==> src/rtl/fleet_engine.sv <==
// Invader game-control core: formation sweep/descend, LFSR-seeded round-robin
// shooter selection, sticky RUNNING/WIN/LOSE state and the restart pulse.
module fleet_engine #(
  parameter int          N_ENEMIES  = 8,
  parameter int          SHOT_DELAY = 1000000,
  parameter int          MOVE_DELAY = 500000,
  parameter int          X_START    = 16,
  parameter int          Y_START    = 16,
  parameter int          X_MIN      = 0,
  parameter int          X_MAX      = 200,
  parameter int          X_STEP     = 4,
  parameter int          Y_STEP     = 8,
  parameter int          Y_LOSE     = 180,
  parameter logic [15:0] LFSR_SEED  = 16'hACE1
) (
  input  logic                 clk,
  input  logic                 reset,
  input  logic                 btn_restart_n,
  input  logic [N_ENEMIES-1:0] enemy_alive,
  input  logic                 player_alive,
  output logic                 restart,
  output logic [7:0]           block_x,
  output logic [7:0]           block_y,
  output logic [N_ENEMIES-1:0] shoot_id,
  output logic                 shoot_valid,
  output logic [1:0]           game_state
);

  localparam int SW = (SHOT_DELAY > 1) ? $clog2(SHOT_DELAY) : 1;
  localparam int MW = (MOVE_DELAY > 1) ? $clog2(MOVE_DELAY) : 1;
  localparam int IW = $clog2(N_ENEMIES);

  typedef enum logic [1:0] {RUNNING = 2'd0, WIN = 2'd1, LOSE = 2'd2} state_t;

  // button synchronizer; idles high so a reset never looks like a press
  logic btn_s1, btn_s2, clear;
  always_ff @(posedge clk) begin
    if (reset) begin
      btn_s1 <= 1'b1;
      btn_s2 <= 1'b1;
    end else begin
      btn_s1 <= btn_restart_n;
      btn_s2 <= btn_s1;
    end
  end
  assign clear = reset | ~btn_s2;

  // free-running; only reset reloads it so each restarted game differs
  logic [15:0] lfsr;
  always_ff @(posedge clk) begin
    if (reset) lfsr <= LFSR_SEED;
    else       lfsr <= {1'b0, lfsr[15:1]} ^ (lfsr[0] ? 16'hB400 : 16'h0000);
  end

  // first alive enemy at or after start, wrapping: rotate, isolate lowest set bit, rotate back
  logic [IW-1:0]        start_idx;
  logic [N_ENEMIES-1:0] rot, pick, sel;
  always_comb begin
    start_idx = IW'(lfsr[7:0] % 8'(N_ENEMIES));
    rot       = N_ENEMIES'({enemy_alive, enemy_alive} >> start_idx);
    pick      = rot & (~rot + N_ENEMIES'(1));
    sel       = N_ENEMIES'(({pick, pick} << start_idx) >> N_ENEMIES);
  end

  state_t               state_q, state_d;
  logic                 dir_right_q, dir_right_d;
  logic [SW-1:0]        shot_cnt_q, shot_cnt_d;
  logic [MW-1:0]        move_cnt_q, move_cnt_d;
  logic [7:0]           x_q, x_d, y_q, y_d, y_sat;
  logic [N_ENEMIES-1:0] shoot_q, shoot_d;
  logic                 restart_q;
  logic                 running, lose_c, win_c, shot_tick, move_tick;
  logic [8:0]           x_inc, y_inc;

  always_comb begin
    state_d     = state_q;
    dir_right_d = dir_right_q;
    shot_cnt_d  = shot_cnt_q;
    move_cnt_d  = move_cnt_q;
    x_d         = x_q;
    y_d         = y_q;
    shoot_d     = '0;

    running   = (state_q == RUNNING);
    lose_c    = !player_alive || ({1'b0, y_q} >= 9'(Y_LOSE));
    win_c     = (enemy_alive == '0);
    shot_tick = running && (shot_cnt_q == SW'(SHOT_DELAY - 1));
    move_tick = running && (move_cnt_q == MW'(MOVE_DELAY - 1));
    x_inc     = {1'b0, x_q} + 9'(X_STEP);
    y_inc     = {1'b0, y_q} + 9'(Y_STEP);
    y_sat     = y_inc[8] ? 8'hFF : y_inc[7:0];

    if (clear) begin
      state_d     = RUNNING;
      dir_right_d = 1'b1;
      shot_cnt_d  = '0;
      move_cnt_d  = '0;
      x_d         = 8'(X_START);
      y_d         = 8'(Y_START);
    end else if (running) begin
      shot_cnt_d = shot_tick ? '0 : shot_cnt_q + SW'(1);
      move_cnt_d = move_tick ? '0 : move_cnt_q + MW'(1);
      if (move_tick) begin
        if (dir_right_q) begin
          if (x_inc > 9'(X_MAX)) begin
            y_d         = y_sat;
            dir_right_d = 1'b0;
          end else begin
            x_d = x_inc[7:0];
          end
        end else begin
          if ({1'b0, x_q} < 9'(X_MIN + X_STEP)) begin
            y_d         = y_sat;
            dir_right_d = 1'b1;
          end else begin
            x_d = x_q - 8'(X_STEP);
          end
        end
      end
      if (lose_c)     state_d = LOSE;
      else if (win_c) state_d = WIN;
      // a game that ends this cycle does not get a parting shot
      if (shot_tick && !lose_c && !win_c) shoot_d = sel;
    end
  end

  always_ff @(posedge clk) begin
    state_q     <= state_d;
    dir_right_q <= dir_right_d;
    shot_cnt_q  <= shot_cnt_d;
    move_cnt_q  <= move_cnt_d;
    x_q         <= x_d;
    y_q         <= y_d;
    shoot_q     <= shoot_d;
    restart_q   <= clear;
  end

  assign restart     = restart_q;
  assign block_x     = x_q;
  assign block_y     = y_q;
  assign shoot_id    = shoot_q;
  assign shoot_valid = |shoot_q;
  assign game_state  = state_q;

endmodule
==> config.mk <==
export PLATFORM = sky130hd
export DESIGN_NAME = fleet_engine
export DESIGN_NICKNAME = d
export VERILOG_FILES = /design/src/rtl/fleet_engine.sv
export SDC_FILE = /design/constraint.sdc
export NUM_CORES = 1
export LEC_CHECK = 0
export ABC_AREA = 0
export ABC_CLOCK_PERIOD_IN_PS = 3000
export CORE_UTILIZATION = 50
export CTS_CLUSTER_SIZE = 30
export DETAILED_ROUTE_END_ITERATION = 6
export PLACE_DENSITY = 0.76
export SLEW_MARGIN = 0
export SYNTH_ARGS = -nofsm -noshare
export SYNTH_HDL_FRONTEND = slang
export SYNTH_SLANG_ARGS = --single-unit
==> constraint.sdc <==
create_clock -name clk -period 3 [get_ports clk]
set_input_delay 0.6 -clock clk [delete_from_list [all_inputs] [get_ports clk]]
set_output_delay 0.6 -clock clk [all_outputs]
set_load 0.02 [all_outputs]
==> results of run 1 <==
==> logic make-up after synthesis <==
logic type,after synthesis
DFF,81
AOI/OAI and AO/OA,74
adders and majority gates,6
other,1
xor gates and xnor gates,38
and+or+nand+nor,230
muxes,27
buffers and inverters,37
==> per-layer routing <==
layer  vias to the layer above  GRT usage, %  part of all wire, %
met5                         -             0                    0
met2                        78          35.8                   48
met3                        10          3.88                  3.7
met4                         0          7.95                  1.3
met1                      1674          28.3                   47
li1                       1827             -                    -
==> through the flow <==
stage               instance area [um^2]  util (%)  hold slack, ns  cells  power [uW]
finish                              4900      60.0           0.417    642        2040
global placement                    4730      57.8           0.396    627        1320
global route                        4900      60.0           0.428    642        2130
detailed placement                  4730      57.8           0.398    627        1330
floorplan                           4220         -           0.389    495        1260
CTS                                 4900      60.0           0.420    642        2060
==> cell usage in the layout, fill, tap and decap left out, types with 3 or more instances in the layout <==
master and instances:
sky130_fd_sc_hd__a31oi_1 4, sky130_fd_sc_hd__or3_1 3, sky130_fd_sc_hd__nand2b_1 8, sky130_fd_sc_hd__clkdlybuf4s50_1 37, sky130_fd_sc_hd__o22ai_1 3, sky130_fd_sc_hd__dfxtp_1 81, sky130_fd_sc_hd__mux2i_1 16, sky130_fd_sc_hd__a21oi_1 19
sky130_fd_sc_hd__nand3_1 24, sky130_fd_sc_hd__or2_2 11, sky130_fd_sc_hd__o2111ai_1 4, sky130_fd_sc_hd__a211oi_1 4, sky130_fd_sc_hd__and3_1 4, sky130_fd_sc_hd__nand2_1 44, sky130_fd_sc_hd__xor2_1 22, sky130_fd_sc_hd__mux2_2 6
sky130_fd_sc_hd__inv_1 8, sky130_fd_sc_hd__clkbuf_8 9, sky130_fd_sc_hd__xnor2_1 16, sky130_fd_sc_hd__o211a_1 5, sky130_fd_sc_hd__nor3_1 13, sky130_fd_sc_hd__buf_4 18, sky130_fd_sc_hd__ha_1 6, sky130_fd_sc_hd__o21ai_0 7
sky130_fd_sc_hd__nor4_1 6, sky130_fd_sc_hd__o31ai_1 3, sky130_fd_sc_hd__nand4_1 15, sky130_fd_sc_hd__and2_1 5, sky130_fd_sc_hd__nor2b_1 14, sky130_fd_sc_hd__nor2_1 64, sky130_fd_sc_hd__o211ai_1 5, sky130_fd_sc_hd__nor3b_1 3
sky130_fd_sc_hd__clkinv_2 3, sky130_fd_sc_hd__and4_1 5
==> registers in the layout (all words and copies together) (netlist names) <==
register / flops
restart: 1
game_state: 2
dir_right_q: 1
shoot_id: 8
btn_s2: 1
block_x: 6
move_cnt_q: 19
lfsr: 16
shot_cnt_q: 20
block_y: 6
btn_s1: 1
==> power by group through the flow <==
stage | registers, uW | logic, uW | clock network, uW
after floorplan | 1130 | 126 | 0
after CTS | 1120 | 186 | 758
after global routing | 1120 | 205 | 803
after detailed placement | 1140 | 185 | 0
final | 1120 | 186 | 738
after global placement | 1140 | 180 | 0
==> worst paths after layout <==
kind              startpoint          end  slack [ns]  cells past startpoint
setup / recovery     lfsr[2]  shoot_id[1]        0.30                      6
hold / removal       lfsr[6]      lfsr[5]        0.42                      1
setup reg to reg     lfsr[2]  shoot_id[1]        0.30                      6
hold reg to reg      lfsr[6]      lfsr[5]        0.42                      1
==> layout make-up <==
cell class	instances	area, um^2
repair buffers	55	505
flip-flops and latches	81	1620
inverters	9	33.8
multi-input cells	377	2440
well taps	105	131
clock inverters	4	45.0
fillers	727	3270
clock buffers	11	131
==> Implementation_results.wiki, run 1 <==
{| class="wikitable"
! Metric !! Value
|-
| Number of unique standard cell types used by synthesis || 66
|-
| Maximum clock path buffer count || 2
|-
| Antenna Nets Post-Route || 0
|-
| Top Family by Delay on Critical Path || simple AND/OR/NAND/NOR gates
|-
| Post-detailed-route wirelength per cell || roughly 14 um
|-
| Crit path cell chain || mux2i_2, nand2_1, mux4_2, or2_1, or4_4, a31oi_1
|-
| Total clock buffers created by CTS || 9
|-
| Synth Area in Adders || about 1.8%
|-
| Maximum ir drop on the vdd rail || between 200 and 300 uV
|-
| Net switching share of the total power || between 20% and 30%
|-
| Number of global-route vias before repair || 3280
|-
| Largest net degree at the start of global routing || 20
|-
| Most common flop cell mapped by yosys || sky130_fd_sc_hd__dfxtp_1
|-
| Leading area contributor after synthesis || sky130_fd_sc_hd__dfxtp_1
|-
| Global-route wire length before repair || approximately 15000 um
|-
| Iteration-0 DRC Markers || ~150
|-
| Unrepaired setup endpoints after global routing || no
|-
| Die span in y || ~94 um
|-
| Category of the critical setup timing path || flip-flop to flip-flop
|-
| Core area || around 8200 um^2
|-
| Maximum cell stage delay along the critical path || about 0.7 ns
|-
| Final setup fails || 0
|-
| Combinational group share of total power || under 10%
|-
| Top cells by instance count after synthesis || sky130_fd_sc_hd__dfxtp_1 (81), sky130_fd_sc_hd__nor2_1 (64), sky130_fd_sc_hd__nand2_1 (44)
|-
| CTS hold repair buffers || 0
|-
| Buffers on Ports || 37
|-
| Synthesized-area fraction occupied by and/or/nand/nor cells || approximately 28%
|-
| Critical path required time || ~3.3 ns
|-
| Parity-gate share of the synthesized area counting xor and xnor cells || between 7 and 8%
|-
| Flops & latches, synth || 81
|-
| Post-CTS resize count || 0
|-
| Hold/Removal Path Class || flip-flop to flip-flop
|-
| Compound-gate portion of the synthesized area || about an eighth
|-
| Cell-internal power || 1560 uW
|-
| Accumulated negative setup slack || 0 ns
|-
| Kind of end point of the critical path || flip-flop
|-
| Pre-CTS WS || approximately 0.07 ns
|-
| Sequential power share || roughly 55%
|-
| Buffer and inverter count on the worst path || 0
|-
| Half-perimeter wire length after detailed placement || between 6000 and 7000 um
|-
| Root buf cell || sky130_fd_sc_hd__clkbuf_8
|-
| Overall fraction of global-route tracks in use || 21.7%
|-
| Power density over cell area || between 400 and 500 nW/um^2
|-
| Max-slew violation count || 0
|-
| Shortest period the worst path allows || between 2 and 3 ns
|-
| Buffer count from post-CTS setup fixing || 0
|-
| Number of levels the H-tree was split into || 3
|-
| Layout net count || ~550
|-
| Combinational family with the most area after synthesis || simple AND/OR/NAND/NOR gates
|-
| Synth async-reset ratio || 0%
|-
| Number of I/O pins || 40
|-
| Type of origin of the critical path || flip-flop
|-
| Clock tree from TritonCTS || done
|-
| Clock latency on the worst-skew pair || 0.35 ns
|-
| Run status || completed
|-
| Final setup slack of the worst path || about 0.3 ns
|-
| Syn-to-layout area delta || 16.3%
|-
| Most instantiated library cell after synthesis || sky130_fd_sc_hd__dfxtp_1
|-
| Full die area || 8810 um^2
|-
| First drt pass iteration count || 4
|-
| Count of mapped cells out of synthesis || 494
|-
| Overall routed net length || roughly 9000 um
|-
| Clock sink count || between 80 and 90
|-
| Detailed-route DRC error count || 0
|-
| Post-Syn Area per Cell || ~8.5 um^2
|-
| Starting utilization of the core area || roughly half
|-
| Arrival time worst endpoint || 2.97 ns
|-
| Routability-driven placement congestion ratio || roughly 0.94
|-
| Max-slew headroom || 52.1%
|-
| Number of flops mapped to enable cells by yosys || 0
|-
| Upper clock frequency limit || 370 MHz
|-
| Total inserted antenna cells || 0
|-
| Count of standard-cell rows || 33
|-
| Max-capacitance violation count || 0
|-
| Clock share of power || ~36%
|-
| Static power due to leakage || 0.00178 uW
|-
| Ratio of final minimum period to clock period || 90.0%
|-
| Number of antenna violations at the first check in global routing || 0
|-
| Via-per-instance ratio || 5.59
|-
| Cell with the largest stage delay on the worst path || sky130_fd_sc_hd__dfxtp_1
|-
| Clk pin slew, worst setup/hold paths || 0.07 ns
|-
| Net switching power of the design || between 400 and 500 uW
|-
| Total overflow reported by the global router || 0
|-
| Cell types with the largest area share after synthesis || sky130_fd_sc_hd__dfxtp_1 (38%), sky130_fd_sc_hd__nor2_1 (5.7%), sky130_fd_sc_hd__xor2_1 (4.6%), sky130_fd_sc_hd__nand2_1 (3.9%), sky130_fd_sc_hd__mux2i_1 (3.8%)
|-
| Multiplexer fraction of the synthesized cell area || 7.59%
|-
| Die boundary width || between 90 and 100 um
|-
| Share of final-layout standard cells stronger than drive strength 1 || a little over a tenth
|-
| Number of warning messages in the yosys log || 0
|-
| Share of Yosys cell area claimed by the top area cell type || between 30% and 40%
|-
| Post-synthesis instance area || around 4200 um^2
|-
| Worst Tran Pin Value || around 0.7 ns
|-
| Crit-path max FO || 12
|-
| Total vias in the final route || 3589
|-
| Final hold viol count || 0
|-
| Worst clock skew on the final layout || between 0.008 and 0.009 ns
|-
| Portion of the post-synthesis area used by sequential elements || between 30 and 40%
|}
No activity file was read; power rests on OpenSTA's default activity.
==> run 2: changes to the inputs <==
SKIP_CTS_REPAIR_TIMING = 1   (was default)
==> results of run 2 <==
No change in the layout: final DEF, timing and power equal those of run 1.
==> run 3: changes to the inputs <==
CTS_BUF_LIST = sky130_fd_sc_hd__clkbuf_8   (was default)
==> run 3 against run 2 <==
  * Hold slack about the same
  * Critical path depth unchanged
  * Setup slack worse by 0.0032 ns
  * Routed wire length about the same
  * Maximum frequency down 0.12%
  * Cell area unchanged
  * Combinational power about the same
  * First-iteration DRC count down 3.4%
  * Via count up 0.22%
  * Core utilization unchanged
  * Flip-flop and latch count unchanged
  * Largest cell class unchanged
==> Implementation_results.wiki, run 3 (same netlist as run 1, synthesis figures left out) <==
{| class="wikitable"
! Metric !! Value
|-
| Total overflow reported by the global router || 0
|-
| Total vias in the final route || 3597
|-
| Final setup fails || 0
|-
| Final setup slack of the worst path || 0.295 ns
|-
| Half-perimeter wire length after detailed placement || around 6700 um
|-
| Count of cells along the worst hold path || 1
|-
| Pre-CTS WS || slightly below 0.07 ns
|-
| Iteration-0 DRC Markers || roughly 140
|-
| Most common cell after layout, fill and taps aside || sky130_fd_sc_hd__dfxtp_1
|-
| Share of final-layout standard cells stronger than drive strength 1 || 10.6%
|-
| Most Used Layer, Global Route || met2
|-
| Via-per-instance ratio || roughly 5.6
|-
| Met1 layer usage reported by global route || approximately 28%
|-
| Register ranked first by flip-flop count || shot_cnt_q
|-
| Syn-to-layout area delta || 16.3%
|-
| Clock latency on the worst-skew pair || between 0.3 and 0.4 ns
|-
| Type of origin of the critical path || flip-flop
|-
| Number of global-route vias before repair || 3280
|-
| Number of I/O pins || 40
|-
| Flip-flop count of the largest register, all copies and words added || 20
|-
| Shortest period the worst path allows || 2.70 ns
|-
| Power density over cell area || approximately 410 nW/um^2
|-
| Buffer and inverter count on the worst path || 0
|-
| Post-detailed-route wirelength per cell || roughly 14 um
|-
| Ratio of final minimum period to clock period || between 90% and 100%
|-
| Total clock buffers created by CTS || 9
|-
| Clock sink count || 81
|-
| Maximum ir drop on the vdd rail || between 200 and 300 uV
|-
| Number of levels the H-tree was split into || 3
|-
| Worst clock skew on the final layout || between 0.008 and 0.009 ns
|-
| Starting utilization of the core area || approximately 52%
|-
| Arrival time worst endpoint || 2.97 ns
|-
| Kind of end point of the critical path || flip-flop
|-
| Worst reg-to-reg path cell count || 6
|-
| Max-slew violation count || 0
|-
| Largest net degree at the start of global routing || 20
|-
| Routability-driven placement congestion ratio || about 0.94
|-
| Global-route wire length before repair || between 15000 and 20000 um
|-
| Worst Tran Pin Value || ~0.7 ns
|-
| Upper clock frequency limit || 370 MHz
|-
| Maximum cell stage delay along the critical path || 0.70 ns
|-
| Cell with the largest stage delay on the worst path || sky130_fd_sc_hd__dfxtp_1
|-
| Die span in y || around 94 um
|-
| Run status || completed
|-
| Met2 Usage GRT || 35.8%
|-
| Total inserted antenna cells || 0
|-
| Overall fraction of global-route tracks in use || 21.7%
|-
| Top Family by Delay on Critical Path || simple AND/OR/NAND/NOR gates
|-
| Highest-count cells in the layout ignoring fill and taps || sky130_fd_sc_hd__dfxtp_1 (81), sky130_fd_sc_hd__nor2_1 (64), sky130_fd_sc_hd__nand2_1 (44), sky130_fd_sc_hd__clkdlybuf4s50_1 (37), sky130_fd_sc_hd__nand3_1 (24)
|-
| Clock tree from TritonCTS || done
|-
| Die boundary width || between 90 and 100 um
|-
| Unrepaired setup endpoints after global routing || no
|-
| Static power due to leakage || roughly 0.0018 uW
|-
| Layout net count || around 550
|-
| Overall routed net length || between 8000 and 9000 um
|-
| Full die area || between 8000 and 9000 um^2
|-
| Critical path required time || ~3.3 ns
|-
| M3 GR Usage || under 10%
|-
| Number of antenna violations at the first check in global routing || 0
|-
| Number of logic stages on the critical path including buffering || 6
|-
| Max-capacitance violation count || 0
|-
| First drt pass iteration count || 4
|-
| Category of the critical setup timing path || flip-flop to flip-flop
|-
| Count of standard-cell rows || 33
|-
| Max-slew headroom || between 50% and 60%
|-
| Core area || 8180 um^2
|-
| Registers with the most flip-flops || shot_cnt_q x20, move_cnt_q x19, lfsr x16
|-
| Buffers on Ports || 37
|-
| Accumulated negative setup slack || 0 ns
|-
| Crit path cell chain || mux2i_2, nand2_1, mux4_2, or2_1, or4_4, a31oi_1
|-
| Hold WS || 0.417 ns
|-
| Detailed-route DRC error count || 0
|-
| Root buf cell || sky130_fd_sc_hd__clkbuf_8
|-
| Antenna Nets Post-Route || 0
|-
| Clk pin slew, worst setup/hold paths || roughly 0.07 ns
|-
| Crit-path max FO || 12
|-
| Final hold viol count || 0
|-
| Maximum clock path buffer count || 2
|-
| Register-to-register path setup slack || a little under 0.3 ns
|-
| Hold/Removal Path Class || flip-flop to flip-flop
|}
[run 3: path summary, 6_finish.rpt]
path,startpoint,to
max,lfsr[2],shoot_id[1]
min,lfsr[7],lfsr[6]
max reg2reg,lfsr[2],shoot_id[1]
min reg2reg,lfsr[7],lfsr[6]
[run 3: area by class of cell]
cell class,instances,area (um^2)
Fill cell,727,3270
Multi-Input combinational cell,377,2440
Sequential cell,81,1620
Timing Repair Buffer,55,505
Tap cell,105,131
Clock buffer,9,124
Clock inverter,6,52.6
Inverter,9,33.8
[run 3: through the flow]
step / utilization [%] / cells / total power [uW] / cell area [um^2]
3_5_place_dp: 57.8 / 627 / 1330 / 4730
6_report: 60.0 / 642 / 2040 / 4900
5_1_grt: 60.0 / 642 / 2120 / 4900
3_3_place_gp: 57.8 / 627 / 1320 / 4730
2_1_floorplan: - / 495 / 1260 / 4220
4_1_cts: 60.0 / 642 / 2060 / 4900
[run 3: worst reg2reg max path, delay by kind of cell (launching register included)]
| kind | cells | cell delay (ns) |
|---|---|---|
| and+or+nand+nor | 3 | 0.90 |
| muxes | 2 | 0.85 |
| DFF | 1 | 0.70 |
| AOI/OAI and AO/OA | 1 | 0.18 |
[run 3: metal layers]
layer	share of wire, %	vias up	wire length, um
met5	0	-	0
met3	3.9	10	353
li1	-	1827	-
met1	46	1674	4160
met4	1.3	0	117
met2	48	86	4330
[run 3: power breakdown]
part / internal (uW) / switching [uW] / total (uW)
clock: 370 / 361 / 731
combinational: 87.7 / 98.7 / 186
sequential: 1100 / 19.6 / 1120
